### src/rtl/regfile_wport_sched.sv
// regfile_wport_sched: arbitrates WB and LINK writes onto one registered regfile write port through an in-order pending FIFO.
// Define RF_FWD_EN to forward buffered/in-flight write data to rs1/rs2; otherwise the fwd outputs are tied to zero.
module regfile_wport_sched #(
    parameter int DEPTH = 2,
    parameter int XLEN  = 32,
    parameter int AW    = 5
) (
    input  logic                 clk,
    input  logic                 rst_n,
    input  logic                 wb_valid,
    input  logic [AW-1:0]        wb_rd,
    input  logic [XLEN-1:0]      wb_data,
    output logic                 wb_ready,
    input  logic                 lk_valid,
    input  logic [AW-1:0]        lk_rd,
    input  logic [XLEN-1:0]      lk_pc,
    output logic                 lk_ready,
    output logic                 rf_we,
    output logic [AW-1:0]        rf_waddr,
    output logic [XLEN-1:0]      rf_wdata,
    output logic [(1<<AW)-1:0]   pend_mask,
    output logic                 busy,
    input  logic [AW-1:0]        rs1,
    input  logic [AW-1:0]        rs2,
    output logic                 fwd1_hit,
    output logic [XLEN-1:0]      fwd1_data,
    output logic                 fwd2_hit,
    output logic [XLEN-1:0]      fwd2_data
);
    localparam int PW = (DEPTH > 1) ? $clog2(DEPTH) : 1;
    localparam int CW = $clog2(DEPTH + 1);
    localparam logic [CW-1:0] DC = CW'(DEPTH);

    logic [AW-1:0]   rd_q   [DEPTH];
    logic [XLEN-1:0] data_q [DEPTH];
    logic [PW-1:0]   head, tail, lk_slot, tail_n;
    logic [CW-1:0]   count;
    logic            head_v, wb_acc, lk_acc, wb_push, lk_push, issue;
    logic [AW-1:0]   iss_rd;
    logic [XLEN-1:0] iss_data, lk_data;

    function automatic logic [PW-1:0] inc(input logic [PW-1:0] p);
        return (p == PW'(DEPTH - 1)) ? '0 : p + 1'b1;
    endfunction

    function automatic logic [PW-1:0] slot(input logic [PW-1:0] h, input int i);
        int k;
        k = int'(h) + i;
        return PW'((k >= DEPTH) ? k - DEPTH : k);
    endfunction

    assign wb_ready = count < DC;
    assign lk_ready = count < DC - 1'b1;
    assign lk_data  = lk_pc + XLEN'(4);
    assign head_v   = count != '0;
    assign wb_acc   = wb_valid && wb_ready && wb_rd != '0;
    assign lk_acc   = lk_valid && lk_ready && lk_rd != '0;
    // The head always drains first, so new requests queue behind it in WB-then-LINK order.
    assign wb_push  = wb_acc && head_v;
    assign lk_push  = lk_acc && (head_v || wb_acc);
    assign issue    = head_v || wb_acc || lk_acc;
    assign iss_rd   = head_v ? rd_q[head] : wb_acc ? wb_rd : lk_rd;
    assign iss_data = head_v ? data_q[head] : wb_acc ? wb_data : lk_data;
    assign lk_slot  = wb_push ? inc(tail) : tail;
    assign tail_n   = lk_push ? inc(lk_slot) : wb_push ? inc(tail) : tail;
    assign busy     = head_v || rf_we;

    always_ff @(posedge clk) begin
        if (!rst_n) begin
            head     <= '0;
            tail     <= '0;
            count    <= '0;
            rf_we    <= 1'b0;
            rf_waddr <= '0;
            rf_wdata <= '0;
        end else begin
            if (wb_push) begin
                rd_q[tail]   <= wb_rd;
                data_q[tail] <= wb_data;
            end
            if (lk_push) begin
                rd_q[lk_slot]   <= lk_rd;
                data_q[lk_slot] <= lk_data;
            end
            head  <= head_v ? inc(head) : head;
            tail  <= tail_n;
            count <= count + CW'(wb_push) + CW'(lk_push) - CW'(head_v);
            rf_we <= issue;
            if (issue) begin
                rf_waddr <= iss_rd;
                rf_wdata <= iss_data;
            end
        end
    end

    always_comb begin
        pend_mask = '0;
        for (int i = 0; i < DEPTH; i++)
            if (i < int'(count)) pend_mask[rd_q[slot(head, i)]] = 1'b1;
        if (rf_we) pend_mask[rf_waddr] = 1'b1;
        pend_mask[0] = 1'b0;
    end

`ifdef RF_FWD_EN
    // Scan oldest to youngest so the last match (tail-most) wins over rf_wdata.
    function automatic logic [XLEN:0] lookup(input logic [AW-1:0] rs);
        logic [XLEN:0] r;
        r = (rf_we && rf_waddr == rs) ? {1'b1, rf_wdata} : '0;
        for (int i = 0; i < DEPTH; i++)
            if (i < int'(count) && rd_q[slot(head, i)] == rs) r = {1'b1, data_q[slot(head, i)]};
        return (rs == '0) ? '0 : r;
    endfunction

    assign {fwd1_hit, fwd1_data} = lookup(rs1);
    assign {fwd2_hit, fwd2_data} = lookup(rs2);
`else
    logic unused_rs;
    assign unused_rs = ^{rs1, rs2};
    assign fwd1_hit  = 1'b0;
    assign fwd2_hit  = 1'b0;
    assign fwd1_data = '0;
    assign fwd2_data = '0;
`endif
endmodule

### config.mk
export PLATFORM = sky130hd
export DESIGN_NAME = regfile_wport_sched
export DESIGN_NICKNAME = d
export VERILOG_FILES = /design/src/rtl/regfile_wport_sched.sv
export SDC_FILE = /design/constraint.sdc
export NUM_CORES = 1
export LEC_CHECK = 0
export CORE_ASPECT_RATIO = 0.75
export CORE_MARGIN = 8
export CORE_UTILIZATION = 35
export CTS_BUF_LIST = sky130_fd_sc_hd__clkbuf_4 sky130_fd_sc_hd__clkbuf_8 sky130_fd_sc_hd__clkbuf_16
export DETAILED_ROUTE_END_ITERATION = 6
export DONT_BUFFER_PORTS = 1
export PLACE_DENSITY = 0.52
export SYNTH_ARGS = -nofsm -noshare
export SYNTH_HDL_FRONTEND = slang
export SYNTH_SLANG_ARGS = --single-unit
### constraint.sdc
create_clock -name clk -period 4.75 [get_ports clk]
set_input_delay 0.95 -clock clk [delete_from_list [all_inputs] [get_ports clk]]
set_output_delay 0.95 -clock clk [all_outputs]
set_load 0.01 [all_outputs]
Word-level counts from Yosys, hierarchy flattened
Memory sizes are Yosys's and may differ from the RTL's. A register that Yosys moved wholly into a read port is not among the register bits.
Index checks and enable logic that the tools add are counted.
{"block": "op_classes", "bitwise": 2, "n_mux": 36, "eq_ne": 0, "magnitude_cmp": 12, "n_reduce_logical": 17, "shifts": 0, "div": 0, "n_addsub": 10, "mul": 0}
{"cell": "$mux W32", "n": 6}
{"cell": "$or A32 B32 Y32", "n": 2}
{"cell": "$add A32 B3 Y32 const B", "n": 1}
{"cell": "$reduce_or A32 Y1", "n": 1}
{"cell": "$mux W1", "n": 24}
{"cell": "$lt A5 B6 Y1 const B", "n": 3}
{"cell": "$demux W1 S5", "n": 3}
{"cell": "$ge A5 B1 Y1 const B", "n": 3}
{"cell": "$mux W5", "n": 3}
{"cell": "$reduce_bool A5 Y1", "n": 2}
{"cell": "$logic_and A1 B1 Y1", "n": 9}
{"cell": "$reduce_or A5 Y1", "n": 1}
{"cell": "$add A2 B1 Y2", "n": 2}
{"cell": "$lt A1 B2 Y1 const A", "n": 2}
{"cell": "$add A1 B1 Y1 const B", "n": 3}
{"cell": "$logic_or A1 B1 Y1", "n": 3}
{"cell": "$add A1 B1 Y2 const B", "n": 1}
{"cell": "$ge A1 B2 Y1 const B", "n": 1}
{"cell": "$ge A2 B2 Y1 const B", "n": 1}
{"cell": "$lt A2 B1 Y1 const B", "n": 1}
{"cell": "$lt A2 B2 Y1 const B", "n": 1}
{"cell": "$reduce_bool A2 Y1", "n": 1}
{"cell": "$sub A1 B1 Y1 const B", "n": 2}
{"cell": "$sub A2 B1 Y2", "n": 1}
{"block": "totals", "rom_bits": 0, "input_bits": 88, "ff_bits": 42, "out_inout_bits": 139, "wordCells": 85, "ramBits": 74, "latch_bits": 0, "n_memories": 2}
{"name": "data_q", "depth": 2, "width": 32, "read_ports": 1, "rd_ports_with_merged_regs": 1, "wr": 1, "line_no": "35", "text": "logic [XLEN-1:0] data_q [DEPTH];"}
{"name": "rd_q", "depth": 2, "width": 5, "read_ports": 3, "rd_ports_with_merged_regs": 1, "wr": 1, "line_no": "34", "text": "logic [AW-1:0] rd_q [DEPTH];"}

Logic depth before layout (Yosys ltp)
Gate-level depths: netlist of the first run.
An unclocked memory read counts as a cell.
{"block": "logic_depth", "ltp_word": 12, "ltp_mapped": 9, "mapped_depth_nobuf": 7}

Worst setup path before layout of the first run
OpenSTA, ideal clock, no wires.
{"block": "synth_timing", "path_type": "in2reg", "startpoint": "input port wb_valid", "endpoint": "memory data_q[0][0], enable pin", "required_ps": 4319, "n_path_buf": 2, "setup_ps": 431, "cell_stages": 6, "arrival_time_ps": 3492, "path_slack_ps": 827, "path_cell_list": "nor2b_1 o21a_1 buf_2 buf_1 o211ai_1 nor2_1"}
{"block": "synth_between", "elab_chain_cells": 9, "word_cells_on_any_way": 15, "cone_classes": "9 x mux; 6 x reduce/logical"}
{"item": "start: declaration", "line_no": "10", "text": "input logic wb_valid,"}
{"item": "$logic_and A1 B1 Y1 * (2 in a row)", "line_no": "56", "text": "assign wb_acc = wb_valid && wb_ready && wb_rd != '0;"}
{"item": "$logic_or A1 B1 Y1", "line_no": "60", "text": "assign lk_push = lk_acc && (head_v || wb_acc);"}
{"item": "$logic_and A1 B1 Y1", "line_no": "60"}
{"item": "$mux W1", "line_no": "81", "text": "if (lk_push) begin"}
{"item": "$mux W1", "line_no": "69", "text": "if (!rst_n) begin"}
{"item": "$mux W1 (not written as such)", "line_no": "83", "text": "data_q[lk_slot] <= lk_data;"}
{"item": "$reduce_or A32 Y1 (no source line)"}
{"item": "$mux W1 (no source line)"}
{"item": "end: declaration", "line_no": "35"}
Mark *: on every way between the ends. The rest lies on a longest branch, timed or not.

==> metrics.cfg, run 1 <==
[status]
run_status=finished clean

[drt]
via_per_inst=5.40
dr.first_iter.drc_count=449
drc=0
antenna_left=0
routed_wl_mm=22.3
first_pass_iters=5
wire_per_inst_um=21.4
vias=5624

[timing]
slew_viol_final=0
hold-worst-slack_ns=0.509
finalCritPeriodShare_pct=71.4
setup_viol=0
hold_viol=0
timing.fmax_mhz=295
max-slew-margin-rel_pct=32.1
worstMarginPinSlew_ns=1.02
final.setup_skew_ns=0.0114
rsz0062_at_grt=no
setup_slack_ns=1.36
period_minus_slack_ns=3.39
fin_tns_setup_ns=0

[clocking]
clk_pin_slew_ns=0.06
cts-root-buf=clkbuf_16
cts_inserted_buffers=17
post-cts-setup-buffers=0
cts_hold_repair.buffers=0
cts_tree=done
htreeDepth=4
cts_sinks=117
cts_resized=0
ctsLongestPathBuffers=2
clk_latency_ns=0.41

[die]
initial_utilization_pct=35.5
rows=45
die_y_um=140
die_w_um=181
ios=227
dieArea_um2=25300
coreArea_um2=20200

[power]
p_total_mw=3.86
vdd_drop_max_mv=0.242
power_density_nw_per_um2=497
power_leakage_nw=2.82

[yosys]
synth_edf_count=74
netlist_top_cells_area=edfxtp_1 (31%), dfxtp_1 (12%), buf_4 (7.0%)
netlist-cell-type-count=61
synthFlopType=edfxtp_1
ys_ff_latch=117
synthTopCellsByCount=nand2_1 (104), nor2_1 (90), edfxtp_1 (74)
syn_area_um2=7160
yosysMostFrequentCell=nand2_1
avgSynthCellArea_um2=9.12
ys_seq_area_share_pct=43.1
synth_top_area_cell=edfxtp_1
netlist.area_leader.share_pct=31.0
ys_warn_count=0
syn-instance-count=785
async_flop_share_pct=0

[cells_and_area]
syn_to_final_growth_pct=8.63
final_area_um2=7780
final_core_util_pct=38.6
antenna_cells=0
layout.cells.non_filler=1042
drive_gt1_share_pct=9.82
nets=861
fillers=2028

[grt]
grt_overflow=0
grt_pass1_wl_mm=34.0
grt_pass1_vias=5495
grt.total_usage_pct=17.3
grt_max_degree=40
antenna_found_initial=0

[place]
dp_hpwl_mm=16.5
place_ws_ns=1.18
port_buffers=0
gp_congestion=0.836
dp.cells=1010
place_area_um2=7170

[critical_path]
required_ns=3.80
endpoint_kind=output pin
critPathLaunchType=flip-flop
path_class=flip-flop to output pin
cp.arrival_ns=2.44
r2r_start=count[1]$_SDFF_PN0_
crit_fanout=18

[worst_hold_path]
min-delay-start=rf_wdata[0]$_SDFFE_PN0P_
min_path_type=flip-flop to flip-flop

[run]
max_cap_viol_count=0

==> where the power goes <==
part	leakage, nW	switching [mW]	internal (mW)	total [mW]
Clock	0.287	0.485	0.835	1.32
Sequential	1.03	0.264	1.30	1.57
Combinational	1.51	0.629	0.346	0.975
==> layout by cell type (no fill, tap or decap), types with 17 or more instances in the layout <==
cell type  count
a21oi_1       35
nor2_1        88
o21ai_0       25
mux2i_1       39
conb_1        67
edfxtp_1      74
nand2_1      104
inv_1         22
a22oi_1       35
clkbuf_16     17
dfxtp_1       42
==> metal layers <==
metal | GRT usage [%] | wire, um | vias up
met5 | 0 | 0 | -
met4 | 4.13 | 178 | 0
met3 | 7.05 | 2520 | 11
met2 | 27.0 | 9740 | 219
met1 | 22.0 | 9850 | 2678
li1 | - | - | 2716
==> cell families after synthesis <==
logic type,count (synthesis),synth area share [%]
compound gates,182,17.7
simple gates,280,18.0
buf+inv,134,11.0
other cells,1,0.0524
flops,117,43.1
fa+ha+maj,2,0.454
mux,51,7.34
xor+xnor,18,2.39
==> flip-flops by register name, indices dropped and copies added, names as in the netlist, named ones only <==
register and flops:
rd_q 10, rf_wdata 32, head 1, count 2, tail 1, rf_waddr 5, rf_we 1, data_q 64
==> final timing paths <==
path | slack [ns] | cells after the start | end
hold / removal | 0.51 | 2 | rf_wdata[0]$_SDFFE_PN0P_
setup / recovery | 1.36 | 5 | pend_mask[22]
setup reg to reg | 1.88 | 6 | rf_wdata[12]$_SDFFE_PN0P_
hold reg to reg | 0.51 | 2 | rf_wdata[0]$_SDFFE_PN0P_
==> worst max-delay path, cell delays in order, from the launching register on <==
cell	delay, ns
dfxtp_2	0.70
mux2i_1	0.39
nand2_1	0.12
nor2_1	0.49
a22oi_1	0.17
nand2_1	0.17
==> area by class of cell <==
class | count | area (um^2) | share of cell area [%]
multi-input cells | 600 | 3580 | 46.0
flip-flops and latches | 117 | 3080 | 39.7
clock buffers | 18 | 433 | 5.57
well taps | 258 | 323 | 4.15
clock inverters | 14 | 178 | 2.28
repair buffers | 13 | 97.6 | 1.26
inverters | 22 | 82.6 | 1.06
Power figures use the tool's default switching activity.
==> run 2: changes to the inputs <==
==> constraint.sdc (replaced) <==
create_clock -name clk -period 3.5 [get_ports clk]
set_input_delay 0.7 -clock clk [delete_from_list [all_inputs] [get_ports clk]]
set_output_delay 0.7 -clock clk [all_outputs]
set_load 0.01 [all_outputs]
==> run 2 against run 1 <==
Net effect: sequential power is 35% higher; via count up 0.82%; clock skew is essentially flat; sequential cell count did not move; power rose by 38%; hold slack got worse by 0.095 ns; register-to-register slack worse by 1.0 ns; cell count hardly changed; largest power group unchanged; first-iteration DRC count fell by 15%.
==> metrics.cfg, run 2 (synthesis results as in run 1) <==
[timing]
slew_viol_final=0  ; unchanged
worstMarginPinSlew_ns=1.18  ; +0.164 ns
hold_viol=0  ; unchanged
final.setup_skew_ns=0.0118  ; +0.000409 ns
rsz0062_at_grt=no
hold-worst-slack_ns=0.414  ; -0.0954 ns
setup_slack_ns=0.201  ; -1.16 ns
timing.fmax_mhz=303
setup_viol=0  ; unchanged
finalCritPeriodShare_pct=94.3
max-slew-margin-rel_pct=21.3  ; -11 points
fin_tns_setup_ns=0  ; unchanged
period_minus_slack_ns=3.30

[critical_path]
endpoint_kind=output pin
critPathLaunchType=flip-flop
cp.arrival_ns=2.60  ; +0.16 ns
r2r_end=rf_wdata[25]$_SDFFE_PN0P_
crit_fanout=15  ; -3
path_class=flip-flop to output pin
rr_worst_depth=6  ; unchanged
required_ns=2.80  ; -1.00 ns
r2r_start=count[1]$_SDFF_PN0_
rrSetupSlack_ns=0.84  ; -1.04 ns

[die]
die_y_um=140  ; unchanged
rows=45  ; unchanged
ios=227  ; unchanged
coreArea_um2=20200  ; unchanged
die_w_um=181  ; unchanged
dieArea_um2=25300  ; unchanged
initial_utilization_pct=35.5  ; unchanged

[place]
place_ws_ns=0.447  ; -0.728 ns
place_area_um2=7170  ; about the same
dp.cells=1009  ; -0.099%
dp_hpwl_mm=16.5  ; +0.26%
port_buffers=0  ; unchanged
gp_congestion=0.826  ; -1.2%

[clocking]
cts_resized=0  ; unchanged
clk_pin_slew_ns=0.06  ; about the same
cts_hold_repair.buffers=0  ; unchanged
clk_latency_ns=0.41  ; about the same
ctsLongestPathBuffers=2  ; unchanged
cts_inserted_buffers=17  ; unchanged
cts-root-buf=clkbuf_16
cts_sinks=117  ; unchanged
post-cts-setup-buffers=0  ; unchanged
cts_tree=done
htreeDepth=4  ; unchanged

[drt]
dr.first_iter.drc_count=381  ; -15%
antenna_left=0  ; unchanged
wire_per_inst_um=21.7  ; +1.7%
routed_wl_mm=22.6  ; +1.6%
vias=5670  ; +0.82%
first_pass_iters=4  ; -1
via_per_inst=5.45  ; +0.91%
drc=0  ; unchanged

[cells_and_area]
syn_to_final_growth_pct=9.04
antenna_cells=0  ; unchanged
top_register=data_q
nets=860  ; -0.12%
top_regs=data_q x64, rf_wdata x32, rd_q x10
largest_reg_flops=64  ; unchanged
drive_gt1_share_pct=9.71  ; -0.12 points
final_cell_mix=nand2_1 (104), nor2_1 (88), edfxtp_1 (74)
final_area_um2=7800  ; +0.37%
final_common_cell=nand2_1
layout.cells.non_filler=1041  ; -0.096%
final_core_util_pct=38.7  ; +0.14 points

[grt]
antenna_found_initial=0  ; unchanged
met1_usage_pct=23.3  ; +1.3 points
gr-usage-met3_pct=6.55  ; -0.49 points
grt_overflow=0  ; unchanged
grt_pass1_wl_mm=34.1  ; +0.29%
grt_pass1_vias=5360  ; -2.5%
grtUsageMet2_pct=26.0  ; -0.93 points
grt_max_degree=56  ; +40%
grt_most_used_layer=met2
grt.total_usage_pct=17.5  ; +0.20 points

[worst_hold_path]
hold_depth=2  ; unchanged
min_path_type=input pin to flip-flop
min-delay-start=rst_n
whs_endpoint=rf_we$_SDFF_PN0_

[power]
p_total_mw=5.34  ; +38%
power_density_nw_per_um2=685  ; +38%
power_leakage_nw=2.85  ; +0.91%
vdd_drop_max_mv=0.289  ; +19%

[run]
max_cap_viol_count=0  ; unchanged

[status]
run_status=finished clean

## run 2: cell count changes in the layout (fill, tap and decap cells not counted), sizes merged
cell      change
clkbuf        +4
clkinvlp      -3
bufinv        +1
buf           -1
inv           -2
## run 2: worst max-delay path, stage by stage (launching register included)
cell and delay (ns):
dfxtp_2 0.56, buf_4 0.36, mux2i_1 0.49, nand2b_1 0.13, nor2_1 0.33, a22oi_1 0.14
nand2_1 0.18
## run 2: area by class of cell
cell class	instances	area, um^2
fillers	2026	12400
multi-input cells	600	3580
flip-flops and latches	117	3080
clock buffers	22	482
well taps	258	323
clock inverters	10	153
repair buffers	12	103
inverters	22	82.6
## run 2: how the worst max path moves through the flow
stage / end / slack [ns] / depth (start not counted)
floorplan: data_q[0][0]$_DFFE_PP_ / -0.17 / 6
global placement: data_q[0][14]$_DFFE_PP_ / 0.46 / 6
detailed placement: data_q[1][12]$_DFFE_PP_ / 0.45 / 6
CTS: pend_mask[14] / 0.22 / 6
global route: pend_mask[14] / 0.02 / 6
finish: pend_mask[14] / 0.20 / 6
## run 2: routing by layer
metal | up-vias | wire length [um]
met5 | - | 0
met2 | 221 | 9870
met1 | 2723 | 10100
met3 | 16 | 2340
met4 | 0 | 314
li1 | 2710 | -
## run 2: power by group
group / switching [mW] / leakage, nW / internal (mW)
registers: 0.350 / 1.03 / 1.77
logic: 0.867 / 1.50 / 0.474
clock network: 0.625 / 0.316 / 1.26
total: 1.84 / 2.85 / 3.50
==> run 3: changes to the inputs <==
==> constraint.sdc (replaced) <==
create_clock -name clk -period 3.5 [get_ports clk]
set_input_delay 0.35 -clock clk [delete_from_list [all_inputs] [get_ports clk]]
set_output_delay 0.35 -clock clk [all_outputs]
set_load 0.01 [all_outputs]
==> run 3 against run 2 <==
Net effect: count of clock-buffer cells in the layout is 3 lower; power decreased by 1.5%; sequential cell count stayed put; largest cell class unchanged.
==> metrics.cfg, run 3 (synthesis results as in run 1) <==
[drt]
routed_wl_mm=22.5  ; -0.52%
highest_layer=met4
first_pass_iters=5  ; +1
antenna_left=0  ; unchanged
wl_met2_mm=10.0  ; +1.4%
wire_per_inst_um=21.5  ; -1.1%
via_per_inst=5.47  ; +0.51%
wl_met3_mm=2.60  ; +11%
vias=5732  ; +1.1%
drc=0  ; unchanged
met1_length_mm=9.78  ; -3.3%
dr.first_iter.drc_count=522  ; +37%

[die]
dieArea_um2=25300  ; unchanged
rows=45  ; unchanged
initial_utilization_pct=35.5  ; unchanged
ios=227  ; unchanged
die_w_um=181  ; unchanged
die_y_um=140  ; unchanged
coreArea_um2=20200  ; unchanged

[grt]
grt_pass1_vias=5499  ; +2.6%
grt_overflow=0  ; unchanged
grt_max_degree=38  ; -32%
grt_pass1_wl_mm=34.4  ; +0.93%
antenna_found_initial=0  ; unchanged
grt.total_usage_pct=17.5  ; +0.038 points

[place]
port_buffers=0  ; unchanged
dp_hpwl_mm=16.6  ; +0.43%
gp_congestion=0.874  ; +5.8%

[clocking]
cts-root-buf=clkbuf_16
cts_sinks=117  ; unchanged
clk_pin_slew_ns=0.06  ; about the same
htreeDepth=4  ; unchanged
cts_resized=0  ; unchanged
cts_tree=done
post-cts-setup-buffers=0  ; unchanged
ctsLongestPathBuffers=2  ; unchanged
cts_inserted_buffers=17  ; unchanged
clk_latency_ns=0.41  ; about the same
cts_hold_repair.buffers=0  ; unchanged

[cells_and_area]
top_regs=data_q x64, rf_wdata x32, rd_q x10
largest_reg_flops=64  ; unchanged
top_register=data_q
drive_gt1_share_pct=10.4  ; +0.69 points
nets=866  ; +0.70%
antenna_cells=0  ; unchanged
final_common_cell=nand2_1
multi_input_comb_area_um2=3580  ; unchanged
fillers=2035  ; +0.44%
final_cell_mix=nand2_1 (104), nor2_1 (88), edfxtp_1 (74)
seqCellArea_um2=3080  ; unchanged
syn_to_final_growth_pct=9.07  ; about the same

[timing]
rsz0062_at_grt=no
worstMarginPinSlew_ns=1.12  ; -0.0622 ns
slew_viol_final=0  ; unchanged
setup_viol=0  ; unchanged
finalCritPeriodShare_pct=82.3  ; -12 points
max-slew-margin-rel_pct=25.5  ; +4.1 points
hold_viol=0  ; unchanged
period_minus_slack_ns=2.88  ; -0.418 ns
timing.fmax_mhz=347  ; +14%
fin_tns_setup_ns=0  ; unchanged
hold-worst-slack_ns=0.0714  ; -0.342 ns
final.setup_skew_ns=0.0107  ; -0.00115 ns

[worst_hold_path]
whs_endpoint=rf_we$_SDFF_PN0_
min-delay-start=rst_n
min_path_type=input pin to flip-flop
hold_depth=2  ; unchanged

[critical_path]
r2r_start=count[1]$_SDFF_PN0_
r2r_end=data_q[0][20]$_DFFE_PP_
endpoint_kind=output pin
critPathLaunchType=flip-flop
rrSetupSlack_ns=0.92  ; +0.08 ns
path_class=flip-flop to output pin
cp.arrival_ns=2.53  ; -0.07 ns
required_ns=3.15  ; +0.35 ns
crit_fanout=19  ; +4
rr_worst_depth=5  ; -1

[power]
power_density_nw_per_um2=674  ; -1.5%
power_leakage_nw=2.85  ; about the same
vdd_drop_max_mv=0.332  ; +15%

[status]
run_status=finished clean

[run]
max_cap_viol_count=0  ; unchanged

## run 3: critical path, cell delays in order, from the launching register on
cell     delay (ns)
dfxtp_2        0.72
mux2i_1        0.40
nand2_1        0.12
nor2_1         0.54
a22oi_1        0.18
nand2_1        0.17
## run 3: layout make-up
type	count	share of cell area [%]
tap	258	4.13
clock inverter	13	2.02
inverter	22	1.06
sequential	117	39.5
timing repair buffer	18	1.73
clock buffer	19	5.72
multi-input combinational	600	45.8
## run 3: worst max-delay path by stage
stage,startpoint,endpoint,slack [ns],cells after the start
CTS,flip-flop,pend_mask[26],0.64,5
global route,flip-flop,pend_mask[26],0.44,5
floorplan,count[0]$_SDFF_PN0_,data_q[0][0]$_DFFE_PP_,0.13,7
global placement,wb_valid,data_q[0][31]$_DFFE_PP_,0.90,5
finish,flip-flop,pend_mask[26],0.62,5
detailed placement,wb_valid,data_q[0][30]$_DFFE_PP_,0.90,5
## run 3: stage by stage
stage,utilization (%),instance area (um^2),setup slack [ns],cells,power (mW)
floorplan,-,7410,0.129,851,3.10
global placement,35.7,7200,0.905,1015,3.50
detailed placement,35.7,7200,0.901,1015,3.50
CTS,38.7,7810,0.643,1047,5.30
global route,38.7,7810,0.435,1047,5.54
finish,38.7,7810,0.618,1047,5.27
## run 3: per-layer routing
layer	vias to the layer above	GRT usage [%]
met5	-	0
met4	0	3.70
met3	12	7.13
met2	239	26.5
met1	2755	23.2
li1	2726	-
## run 3: power breakdown
group / switching (mW) / internal [mW]
clock network: 0.646 / 1.14
logic: 0.858 / 0.485
registers: 0.362 / 1.77
